### config.mk
export PLATFORM = sky130hd
export DESIGN_NAME = rf_write_arbiter
export DESIGN_NICKNAME = d
export VERILOG_FILES = /design/src/rtl/rv32_pkg.sv /design/src/rtl/lu_result_fifo.sv /design/src/rtl/rf_write_arbiter.sv
export SDC_FILE = /design/constraint.sdc
export NUM_CORES = 1
export LEC_CHECK = 0
export CORE_UTILIZATION = 47
export CTS_CLUSTER_SIZE = 10
export DETAILED_ROUTE_END_ITERATION = 6
export PLACE_DENSITY = 0.86
export SYNTH_ARGS = -nofsm -noshare
export SYNTH_HDL_FRONTEND = slang
export SYNTH_HIERARCHICAL = 1
export SYNTH_SLANG_ARGS = --single-unit
### constraint.sdc
create_clock -name clk -period 3.5 [get_ports clk]
set_input_delay 0.7 -clock clk [delete_from_list [all_inputs] [get_ports clk]]
set_output_delay 0.7 -clock clk [all_outputs]
set_load 0.02 [all_outputs]
### src/rtl/rv32_pkg.sv
// rv32_pkg: shared register-file write record and register constants
package rv32_pkg;
    typedef struct packed {
        logic [4:0]  rd;
        logic [31:0] data;
    } rf_wr_t;
    localparam logic [4:0] REG_X0 = 5'd0;
endpackage

### src/rtl/lu_result_fifo.sv
// lu_result_fifo: DEPTH-entry FIFO of LU results; ports clk, reset (async), push/wdata, pop/rdata, full, empty
module lu_result_fifo
    import rv32_pkg::*;
#(
    parameter int DEPTH = 2
) (
    input  logic   clk,
    input  logic   reset,
    input  logic   push,
    input  logic   pop,
    input  rf_wr_t wdata,
    output rf_wr_t rdata,
    output logic   full,
    output logic   empty
);
    localparam int AW = $clog2(DEPTH);
    logic [AW:0] wr_ptr, rd_ptr;
    rf_wr_t mem [DEPTH];
    always_ff @(posedge clk or posedge reset) begin
        if (reset) begin
            wr_ptr <= '0;
            rd_ptr <= '0;
        end else begin
            if (push) wr_ptr <= wr_ptr + 1'b1;
            if (pop)  rd_ptr <= rd_ptr + 1'b1;
        end
    end
    always_ff @(posedge clk) begin
        if (push) mem[wr_ptr[AW-1:0]] <= wdata;
    end
    assign rdata = mem[rd_ptr[AW-1:0]];
    assign empty = wr_ptr == rd_ptr;
    // extra wrap bit differs while the index bits match: pointers are a full lap apart
    assign full  = (wr_ptr[AW] != rd_ptr[AW]) && (wr_ptr[AW-1:0] == rd_ptr[AW-1:0]);
endmodule

### src/rtl/rf_write_arbiter.sv
// rf_write_arbiter: shares the regfile write port between WB and the LU result FIFO, tracks LU-owed registers, raises hazard/starvation stalls
//   in : clk, reset (async), RegWriteW/RdW/ResultW, lu_valid/lu_rd/lu_data, issue_valid/issue_rd, Rs1D/Rs2D/RdD/RegWriteD
//   out: lu_ready, rf_we/rf_a3/rf_wd, pending, stall_hazD, stall_starve, conflict_cnt (only with RF_ARB_PERF_EN)
module rf_write_arbiter
    import rv32_pkg::*;
#(
    parameter int DEPTH        = 2,
    parameter int STARVE_LIMIT = 4
) (
    input  logic        clk,
    input  logic        reset,
    input  logic        RegWriteW,
    input  logic [4:0]  RdW,
    input  logic [31:0] ResultW,
    input  logic        lu_valid,
    output logic        lu_ready,
    input  logic [4:0]  lu_rd,
    input  logic [31:0] lu_data,
    input  logic        issue_valid,
    input  logic [4:0]  issue_rd,
    input  logic [4:0]  Rs1D,
    input  logic [4:0]  Rs2D,
    input  logic [4:0]  RdD,
    input  logic        RegWriteD,
    output logic        rf_we,
    output logic [4:0]  rf_a3,
    output logic [31:0] rf_wd,
    output logic [31:0] pending,
    output logic        stall_hazD,
    output logic        stall_starve
`ifdef RF_ARB_PERF_EN
    ,
    output logic [31:0] conflict_cnt
`endif
);
    localparam int CW = $clog2(STARVE_LIMIT + 1);
    rf_wr_t head;
    logic full, empty, push, pop, pipe_req, lu_wr;
    logic [31:0] set_mask, clr_mask;
    logic [CW-1:0] starve_cnt;
    lu_result_fifo #(.DEPTH(DEPTH)) u_fifo (
        .clk   (clk),
        .reset (reset),
        .push  (push),
        .pop   (pop),
        .wdata ('{rd: lu_rd, data: lu_data}),
        .rdata (head),
        .full  (full),
        .empty (empty)
    );
    always_comb begin
        pipe_req = RegWriteW && (RdW != REG_X0);
        pop      = !empty && !pipe_req;
        // an x0 entry still consumes its pop slot but never reaches the regfile
        lu_wr    = pop && (head.rd != REG_X0);
        push     = lu_valid && !full;
        lu_ready = !full;
        rf_we    = pipe_req || lu_wr;
        rf_a3    = pipe_req ? RdW : lu_wr ? head.rd : REG_X0;
        rf_wd    = pipe_req ? ResultW : lu_wr ? head.data : 32'd0;
        set_mask = (issue_valid && issue_rd != REG_X0) ? 32'd1 << issue_rd : 32'd0;
        clr_mask = lu_wr ? 32'd1 << head.rd : 32'd0;
        stall_hazD   = pending[Rs1D] || pending[Rs2D] || (RegWriteD && pending[RdD]);
        stall_starve = starve_cnt >= CW'(STARVE_LIMIT);
    end
    always_ff @(posedge clk or posedge reset) begin
        if (reset) begin
            pending    <= '0;
            starve_cnt <= '0;
        end else begin
            // OR-ing the set after the clear lets a same-cycle reissue win
            pending    <= (pending & ~clr_mask) | set_mask;
            starve_cnt <= (empty || pop) ? '0 : stall_starve ? starve_cnt : starve_cnt + CW'(1);
        end
    end
`ifdef RF_ARB_PERF_EN
    always_ff @(posedge clk or posedge reset) begin
        if (reset) conflict_cnt <= '0;
        else if (!empty && pipe_req) conflict_cnt <= conflict_cnt + 32'd1;
    end
`endif
endmodule

==> results of run 1 <==
-- registers in the layout, indices dropped and copies added, names as in the netlist --
name,count
u_fifo/wr_ptr,2
pending,32
starve_cnt,3
u_fifo/mem,74
u_fifo/rd_ptr,2
-- path summary, 6_finish.rpt --
path / start / end / slack [ns] / cells after the start
worst max register to register: u_fifo/rd_ptr[0]$_DFFE_PP0P_ / pending[22]$_DFF_PP0_ / 1.18 / 6
min in group asynchronous: reset / u_fifo/wr_ptr[0]$_DFFE_PP0P_ / 0.53 / 2
max in group asynchronous: reset / starve_cnt[2]$_DFFE_PP0P_ / 2.45 / 3
worst min-delay path: pending[0]$_DFF_PP0_ / pending[0]$_DFF_PP0_ / 0.46 / 0
worst max-delay path: Rs1D[0] / stall_hazD / 0.08 / 8
worst min register to register: pending[0]$_DFF_PP0_ / pending[0]$_DFF_PP0_ / 0.46 / 0
-- timing repair --
item                       4_1_cts  5_1_grt
cloned                           2        0
resized for setup              144        9
setup endpoints to repair       38       15
pin swaps                        5        3
buffers inserted                 4        0
-- kinds of logic (layout without fill, tap and decap cells) --
| kind of cell | Yosys count | count (layout) | share of synthesized area |
|---|---|---|---|
| AO/OA/AOI/OAI | 104 | 104 | 0.1287 |
| XOR/XNOR | 7 | 7 | 0.01210 |
| flip-flops | 113 | 113 | 0.5621 |
| multiplexers | 76 | 76 | 0.1913 |
| buffers and inverters | 29 | 242 | 0.03079 |
| adder cells (fa/ha/maj) | 2 | 2 | 0.004398 |
| AND/OR/NAND/NOR | 65 | 65 | 0.07060 |
-- per-stage QoR --
stage                     total power, W  hold slack [ns]  utilization
after global routing            0.007718           0.5195       0.7066
after CTS                       0.007384           0.4666       0.7072
final                           0.007390           0.4594       0.7066
after floorplan                 0.004276           0.4607            -
after detailed placement        0.005734           0.4667       0.6635
after global placement          0.005605           0.4731       0.6635
-- area by class of cell --
cell class                 instances  area, µm²
fill                             742       3407
inverter                           5      18.77
multi-input combinational        254       2336
clock inverter                     6      56.30
sequential                       113       3199
timing repair buffer             205       1918
clock buffer                      26      499.2
tap                              143      178.9
-- worst reg2reg max path, cell delays in order, from the launching register on --
cell	delay (ns)
dfrtp_2	0.39
buf_4	0.24
mux2_2	0.47
nand2b_1	0.27
or4b_4	0.56
o21ai_1	0.15
o21ai_0	0.10
-- layer usage --
layer / part of all wire / vias to the layer above / track usage
li1: - / 1972 / -
met1: 0.37 / 2259 / 0.3180
met2: 0.51 / 308 / 0.4720
met3: 0.094 / 43 / 0.08423
met4: 0.027 / 0 / 0.09867
met5: 0 / - / 0
-- cells in the mapped netlist, drive strengths merged, types with 2 or more instances --
master   count  area, µm²
nor2         8      30.03
inv          5      18.77
nand2       10      37.54
nor3         5      25.02
nand3b       2      15.01
mux2i       12      120.1
nand2b       9      56.30
o22ai        2      12.51
buf         13      115.1
mux4        22      495.5
ha           2      25.02
nor2b        6      37.54
xor2         6      60.06
o31ai        4      45.05
nor3b        2      15.01
mux2        42      473.0
or4b         3      41.29
or4          4      45.04
nand3        5      25.02
nand4        3      18.77
o21ai       56      280.3
a22o        36      324.1
o2bb2ai      2      17.52
clkbuf      11      41.29
or2          3      18.77
dfrtp       39      975.9
edfxtp      74       2222
-- power by group through the flow --
stage,clock network (W),registers (W),logic (W)
floorplan,0,0.00244,0.00183
global placement,0,0.00233,0.00328
detailed placement,0,0.00237,0.00337
CTS,0.00163,0.00235,0.00340
global route,0.00169,0.00242,0.00361
finish,0.00162,0.00237,0.00340
==> impl_metrics.csv, run 1 <==
group,metric,value,unit
status,status,"finished with violations",
status,violations,"design-rule violations",
critical_path,crit_chain,"clkdlybuf4s50_1, buf_12, mux4_2, mux2i_1, nor3b_1, nor4_1, nand4_1, buf_2",
critical_path,critPathMaxStageDelay,0.51,ns
cts,cts_hold_buf,0,
critical_path,worst-endpoint-arrival,2.72,ns
sta,fin_setup_tns,0,ns
grt,grt_first_pass_wirelength,25580,µm
routing,viasPerCell,6.093,
power,powerDensity,900.5,nW/µm²
cts,clock_path_buffers,2,
power,p_leak,3.143,nW
layout,fin_area,8207,µm²
logic_synthesis,async_flop_share,0.3451,
layout,areaGrowthSynthToFinish,44.25,%
grt,grt_pass1_vias,4794,
min_path,holdCritPathClass,"register to register",
sta,skew,0.009482,ns
logic_synthesis,syn_nets,498,
floorplanning,rows,39,
layout,n_antenna_cell,0,
critical_path,cp_slowest_cell,"clkdlybuf4s50_1",
logic_synthesis,syn_inst,396,
floorplanning,start_util,0.4899,
critical_path,start_kind,"input port",
layout,drive_gt1_frac,0.2956,
cts,cts_tree,"yes",
critical_path,critPathKind,"input port to output port",
grt,antenna_found_initial,0,
logic_synthesis,synthFlopType,"edfxtp_1",
sta,max_slew_margin,0.6538,
sta,finalHoldViolations,0,
place,place_congestion,0.9073,
grt,globalRouteOverflowTotal,0,
logic_synthesis,avgSynthCellArea,14.37,µm²
power,comb_power_share,0.460,
layout,layout_commonest_cell,"clkdlybuf4s50_1",
cts,clk_pin_slew_worst_paths,0.05,ns
power,p_sw,0.002735,W
layout,fin_cells,752,
cts,cts.sinks,113,
layout,final_cell_mix,"clkdlybuf4s50_1, edfxtp_1, mux2_2, o21ai_0, dfrtp_1",
power,netSwitchingFraction,0.3701,
logic_synthesis,synth-seq-area-share,0.5621,
floorplanning,fp.dieW,112.0,µm
place,placedCellCount,714,
critical_path,critPathTopFamily,"buffers and inverters",
floorplanning,core,11610,µm²
grt,grt_max_degree,36,
routing,routed_wl,16300,µm
cts,clk_latency,0.41,ns
place,numPortBuffers,172,
sta,setup_slack,0.08015,ns
sta,grt_setup_unrepaired,"yes",
sta,layout_min_cycle_time,3.420,ns
sta,finalSetupViolCount,0,
sta,slew_viol_final,0,
layout,nNetsFinal,698,
logic_synthesis,synth_seq_cells,113,
power,vdd_ir_drop_max,512.6,µV
cts,cts_buffers,17,
grt,grt.total_usage,0.2716,
logic_synthesis,ys_warn_count,6,
power,p_int,0.004655,W
critical_path,crit_buf_inv,3,
cts,cts-root-buf,"clkbuf_16",
critical_path,required,2.80,ns
sta,timing.final.crit_share,0.9771,
cts,htree_levels,4,
routing,drt_iter0_markers,370,
floorplanning,die_h,112.0,µm
floorplanning,io_pins,173,
routing,wl_per_cell,21.67,µm
floorplanning,die_area,12550,µm²
place,dp_hpwl,11410,µm
power,p_seq_frac,0.321,
sta,tightest_slew,0.5194,ns
critical_path,end_kind,"output port",
logic_synthesis,ys_types,45,
routing,drtPass1Iterations,7,
critical_path,worstPathMaxFanout,8,
logic_synthesis,synth_edf_count,74,
routing,final_antenna_net_count,0,
routing,route.vias.total,4582,
routing,drc,12,
place,placed_area,7706,µm²
place,post-place-ws,-0.3468,ns
power,p_clk_frac,0.219,
sta,fmax,292.4,MHz
job,drv_cap,0,
logic_synthesis,syn_area,5689,µm²
Note: power is estimated with default switching activity, not from simulation.
==> run 2, diff against run 1 <==
REMOVE_ABC_BUFFERS = 1   (was default)
SETUP_SLACK_MARGIN = 0.05   (was default)
==> run 2 against run 1 <==
Effect of this change: the flow still finishes with violations (design-rule violations); clock power rose by 12%; wire length fell by 4.8%; die area did not move; utilization rose by 1.1 points; via count fell by 2.2%; critical path depth did not move; combinational power barely moved; sequential share of layout area fell by 0.61 points; count of clock-buffer cells in the layout fell by 6; highest routed layer unchanged; largest cell class unchanged; maximum frequency rose by 0.26%; clock skew fell by 0.0032 ns.
==> impl_metrics.csv, run 2 (same netlist as run 1, synthesis figures left out) <==
group,metric,value,unit
status,status,"finished with violations",
status,violations,"design-rule violations",
sta,layout_min_cycle_time,3.411,ns
sta,max_slew_margin,0.6457,
routing,routed_wl,15520,µm
layout,layout_commonest_cell,"clkdlybuf4s50_1",
critical_path,critPathKind,"input port to output port",
cts,clk_latency,0.40,ns
grt,grt.total_usage,0.2574,
power,netSwitchingFraction,0.3569,
min_path,holdCritPathClass,"register to register",
layout,fillers,753,
power,vdd_ir_drop_max,572.2,µV
routing,viasPerCell,5.968,
place,placedCellCount,713,
routing,final_antenna_net_count,0,
critical_path,worst-endpoint-arrival,2.71,ns
grt,grt_first_pass_wirelength,24610,µm
routing,wl_per_cell,20.66,µm
floorplanning,start_util,0.4899,
place,dp_hpwl,11170,µm
power,p_leak,3.160,nW
sta,skew,0.006258,ns
critical_path,start_kind,"input port",
layout,regArea,3199,µm²
power,p_clk_frac,0.239,
sta,tightest_slew,0.5315,ns
sta,finalHoldViolations,0,
layout,fin_area,8337,µm²
sta,whs,0.4676,ns
grt,globalRouteOverflowTotal,0,
cts,htree_levels,4,
sta,fin_setup_tns,0,ns
layout,final_cell_mix,"clkdlybuf4s50_1, edfxtp_1, mux2_2, o21ai_0, dfrtp_1",
layout,fin_cells,751,
critical_path,required,2.80,ns
floorplanning,rows,39,
floorplanning,die_h,112.0,µm
cts,cts_tree,"yes",
place,place_congestion,0.9052,
power,powerDensity,908.6,nW/µm²
grt,grt_max_degree,36,
layout,largest_reg_flops,74,
critical_path,worstPathMaxFanout,13,
power,p_seq_frac,0.310,
critical_path,end_kind,"output port",
power,p_sw,0.002703,W
layout,n_antenna_cell,0,
routing,drtPass1Iterations,7,
routing,drc,12,
floorplanning,fp.dieW,112.0,µm
place,placed_area,7701,µm²
cts,clock_path_buffers,2,
routing,drt_iter0_markers,289,
cts,cts-root-buf,"clkbuf_16",
layout,areaGrowthSynthToFinish,46.54,%
routing,route.vias.total,4482,
sta,fmax,293.2,MHz
floorplanning,die_area,12550,µm²
sta,timing.final.crit_share,0.9746,
layout,drive_gt1_frac,0.2993,
grt,antenna_found_initial,0,
power,p_int,0.004872,W
floorplanning,core,11610,µm²
sta,slew_viol_final,0,
floorplanning,io_pins,173,
place,numPortBuffers,172,
sta,grt_setup_unrepaired,"no",
layout,multi_input_area,2344,µm²
cts,cts_buffers,17,
cts,cts.sinks,113,
grt,grt_pass1_vias,4704,
job,drv_cap,0,
cts,clk_pin_slew_worst_paths,0.05,ns
sta,finalSetupViolCount,0,
layout,nNetsFinal,697,
power,comb_power_share,0.451,
==> run 2: worst paths after layout <==
path	slack (ns)	depth (start not counted)	from	end
setup / recovery	0.09	8	RdW[2]	rf_wd[10]
hold reg to reg	0.47	0	pending[0]$_DFF_PP0_	pending[0]$_DFF_PP0_
hold / removal	0.47	0	pending[0]$_DFF_PP0_	pending[0]$_DFF_PP0_
min in group asynchronous	0.54	2	reset	u_fifo/rd_ptr[0]$_DFFE_PP0P_
setup reg to reg	1.05	7	u_fifo/rd_ptr[0]$_DFFE_PP0P_	pending[23]$_DFF_PP0_
max in group asynchronous	2.44	3	reset	pending[3]$_DFF_PP0_
==> run 2: power by group through the flow <==
stage,Clock (W),Sequential [W],Combinational (W)
after floorplan,0,0.00250,0.00165
after global placement,0,0.00230,0.00330
after detailed placement,0,0.00235,0.00338
after CTS,0.00183,0.00234,0.00333
after global routing,0.00190,0.00241,0.00362
final,0.00181,0.00235,0.00342
==> run 2: critical path, stage by stage <==
cell	delay (ns)
clkdlybuf4s50_1	0.42
or4_4	0.43
o21a_4	0.26
a211oi_4	0.18
buf_4	0.17
clkbuf_16	0.16
a22o_1	0.13
clkdlybuf4s15_2	0.25
==> run 2: final cells by class <==
type	instances	area share
clock buffers	20	0.05238
inverters	5	0.002251
flip-flops and latches	113	0.3838
multi-input cells	254	0.2811
repair buffers	204	0.2364
clock inverters	12	0.02266
well taps	143	0.02146
==> run 2: what timing repair did <==
item,4_1_cts,5_1_grt
cloned,1,1
gates resized for setup,138,6
hold buffers,0,0
setup endpoints to repair,39,16
setup buffers,2,2
pin swaps,5,3
==> run 2: through the flow <==
stage / setup WS, ns / utilization / total power, W
floorplan: -0.2294 / - / 0.004153
global placement: -0.3354 / 0.6631 / 0.005600
global route: 0.02961 / 0.7178 / 0.007925
CTS: 0.05005 / 0.7128 / 0.007501
detailed placement: -0.3615 / 0.6631 / 0.005730
finish: 0.08886 / 0.7178 / 0.007575
==> run 2: routing by layer <==
layer | up-vias | GRT usage | wire [µm]
met1 | 2217 | 0.3063 | 6015
met4 | 0 | 0.08267 | 250
met3 | 24 | 0.07613 | 1380
met5 | - | 0 | 0
met2 | 270 | 0.4497 | 7872
li1 | 1971 | - | -
==> run 3, diff against run 2 <==
PLACE_DENSITY = 0.8   (was 0.86)
==> run 3 against run 2 <==
Effect of this change: the run still ends with design-rule violations left; clock power fell by 12%; sequential share of layout area rose by 0.56 points; count of clock-buffer cells in the layout fell by 2; sequential cell count did not move; power fell by 3.4%; via count fell by 1.0%; sequential power barely moved; combinational power fell by 1%; global-route usage fell by 0.36 points; clock skew rose by 0.0022 ns; maximum frequency fell by 0.83%; highest routed layer unchanged.
==> impl_metrics.csv, run 3 (same netlist as run 1, synthesis figures left out) <==
group,metric,value,unit
status,status,"finished with violations",
status,violations,"design-rule violations",
sta,grt_setup_unrepaired,"yes",
cts,cts_tree,"yes",
power,p_clk_frac,0.218,
power,powerDensity,890.1,nW/µm²
place,post-place-ws,-0.3625,ns
critical_path,r2r_end,"pending[25]$_DFF_PP0_",
routing,drt_iter0_markers,362,
power,vdd_ir_drop_max,550.3,µV
critical_path,critPathKind,"input port to output port",
floorplanning,die_h,112.0,µm
cts,htree_levels,4,
cts,clock_path_buffers,2,
layout,largest_reg_flops,74,
critical_path,worstPathMaxFanout,8,
routing,final_antenna_net_count,0,
routing,wl_per_cell,20.57,µm
sta,layout_min_cycle_time,3.440,ns
cts,clk_latency,0.40,ns
floorplanning,io_pins,173,
layout,final_cell_mix,"clkdlybuf4s50_1, edfxtp_1, mux2_2, o21ai_0, dfrtp_1",
sta,fmax,290.7,MHz
sta,timing.final.crit_share,0.9827,
routing,route.vias.total,4436,
cts,clk_pin_slew_worst_paths,0.05,ns
critical_path,r2r_setup_slack,1.12,ns
critical_path,worst-endpoint-arrival,2.74,ns
layout,nNetsFinal,696,
routing,drtPass1Iterations,7,
critical_path,required,2.80,ns
sta,setup_slack,0.06046,ns
floorplanning,core,11610,µm²
floorplanning,die_area,12550,µm²
cts,cts.sinks,113,
place,numPortBuffers,172,
sta,tightest_slew,0.5305,ns
grt,grt_first_pass_wirelength,24330,µm
sta,finalHoldViolations,0,
grt,grt_pass1_vias,4645,
routing,viasPerCell,5.907,
power,p_sw,0.002686,W
floorplanning,rows,39,
power,p_seq_frac,0.319,
job,drv_cap,0,
min_path,worstHoldStart,"pending[0]$_DFF_PP0_",
sta,fin_setup_tns,0,ns
layout,layout_commonest_cell,"clkdlybuf4s50_1",
grt,antenna_found_initial,1,
grt,grt_max_degree,39,
sta,slew_viol_final,0,
layout,areaGrowthSynthToFinish,44.45,%
power,finalPower,0.007315,W
routing,routed_wl,15450,µm
cts,cts_buffers,17,
sta,skew,0.008451,ns
sta,max_slew_margin,0.6463,
place,place_congestion,0.8747,
floorplanning,fp.dieW,112.0,µm
power,p_int,0.004629,W
grt,globalRouteOverflowTotal,0,
min_path,worstHoldEndpoint,"pending[0]$_DFF_PP0_",
sta,finalSetupViolCount,0,
power,p_leak,3.140,nW
floorplanning,start_util,0.4899,
critical_path,end_kind,"output port",
layout,utilization,0.7076,
min_path,holdCritPathClass,"register to register",
power,netSwitchingFraction,0.3672,
cts,cts-root-buf,"clkbuf_16",
layout,drive_gt1_frac,0.2982,
critical_path,reg2reg_from,"u_fifo/rd_ptr[0]$_DFFE_PP0P_",
min_path,holdPathStages,0,
grt,grt.total_usage,0.2538,
place,placedCellCount,713,
routing,drc,13,
critical_path,start_kind,"input port",
critical_path,worst-r2r-cell-count,6,
power,comb_power_share,0.462,
layout,fin_cells,751,
place,dp_hpwl,10980,µm
==> run 3: worst max path at each step <==
stage,start,end
final,Rs2D[0],stall_hazD
after global routing,Rs2D[0],stall_hazD
after CTS,Rs2D[0],stall_hazD
after detailed placement,Rs2D[0],stall_hazD
after global placement,RdW[2],rf_wd[21]
after floorplan,u_fifo/rd_ptr[0]$_DFFE_PP0P_,u_fifo/mem[0][0]$_DFFE_PP_
==> run 3: repair_timing <==
action / in CTS / in global routing
cloned: 1 / 2
hold buffers: 0 / 0
pin swaps: 2 / 6
hold endpoints to repair: 0 / 0
endpoints found under the setup margin: 39 / 21
gates resized for setup: 143 / 27
buffers inserted: 1 / 1
==> run 3: per-layer routing <==
| layer | vias to the layer above | wire length (µm) | track usage |
|---|---|---|---|
| li1 | 1968 | - | - |
| met1 | 2203 | 5877 | 0.3114 |
| met2 | 245 | 7929 | 0.4265 |
| met3 | 20 | 1441 | 0.07451 |
| met4 | 0 | 199 | 0.09600 |
| met5 | - | 0 | 0 |
==> run 3: worst max-delay path, stage by stage <==
cell and delay [ns]:
clkdlybuf4s50_1 0.51, buf_12 0.15, mux4_2 0.51, mux2i_1 0.17
o32ai_1 0.11, nor4_1 0.29, nand4_1 0.12, buf_2 0.18
==> run 3: final cells by class <==
cell class / instances / area, µm²
Fill cell: 780 / 3396
Sequential cell: 113 / 3199
Multi-Input combinational cell: 254 / 2335
Timing Repair Buffer: 203 / 1932
Clock buffer: 18 / 429.2
Tap cell: 143 / 178.9
Clock inverter: 14 / 122.6
Inverter: 5 / 18.77
Antenna cell: 1 / 2.502
==> run 3: power by group through the flow <==
stage / Combinational (W) / Clock [W] / Sequential [W]
4_1_cts: 0.00331 / 0.00160 / 0.00233
5_1_grt: 0.00359 / 0.00167 / 0.00240
6_report: 0.00338 / 0.00160 / 0.00234
3_5_place_dp: 0.00333 / 0 / 0.00235
3_3_place_gp: 0.00327 / 0 / 0.00230
2_1_floorplan: 0.00165 / 0 / 0.00250
==> run 3: metrics by stage <==
stage                     cell area (µm²)  hold slack (ns)
after floorplan                      5533           0.4607
after global placement               7701           0.4505
after detailed placement             7701           0.4451
after CTS                            8184           0.4560
after global routing                 8218           0.5048
final                                8218           0.4523
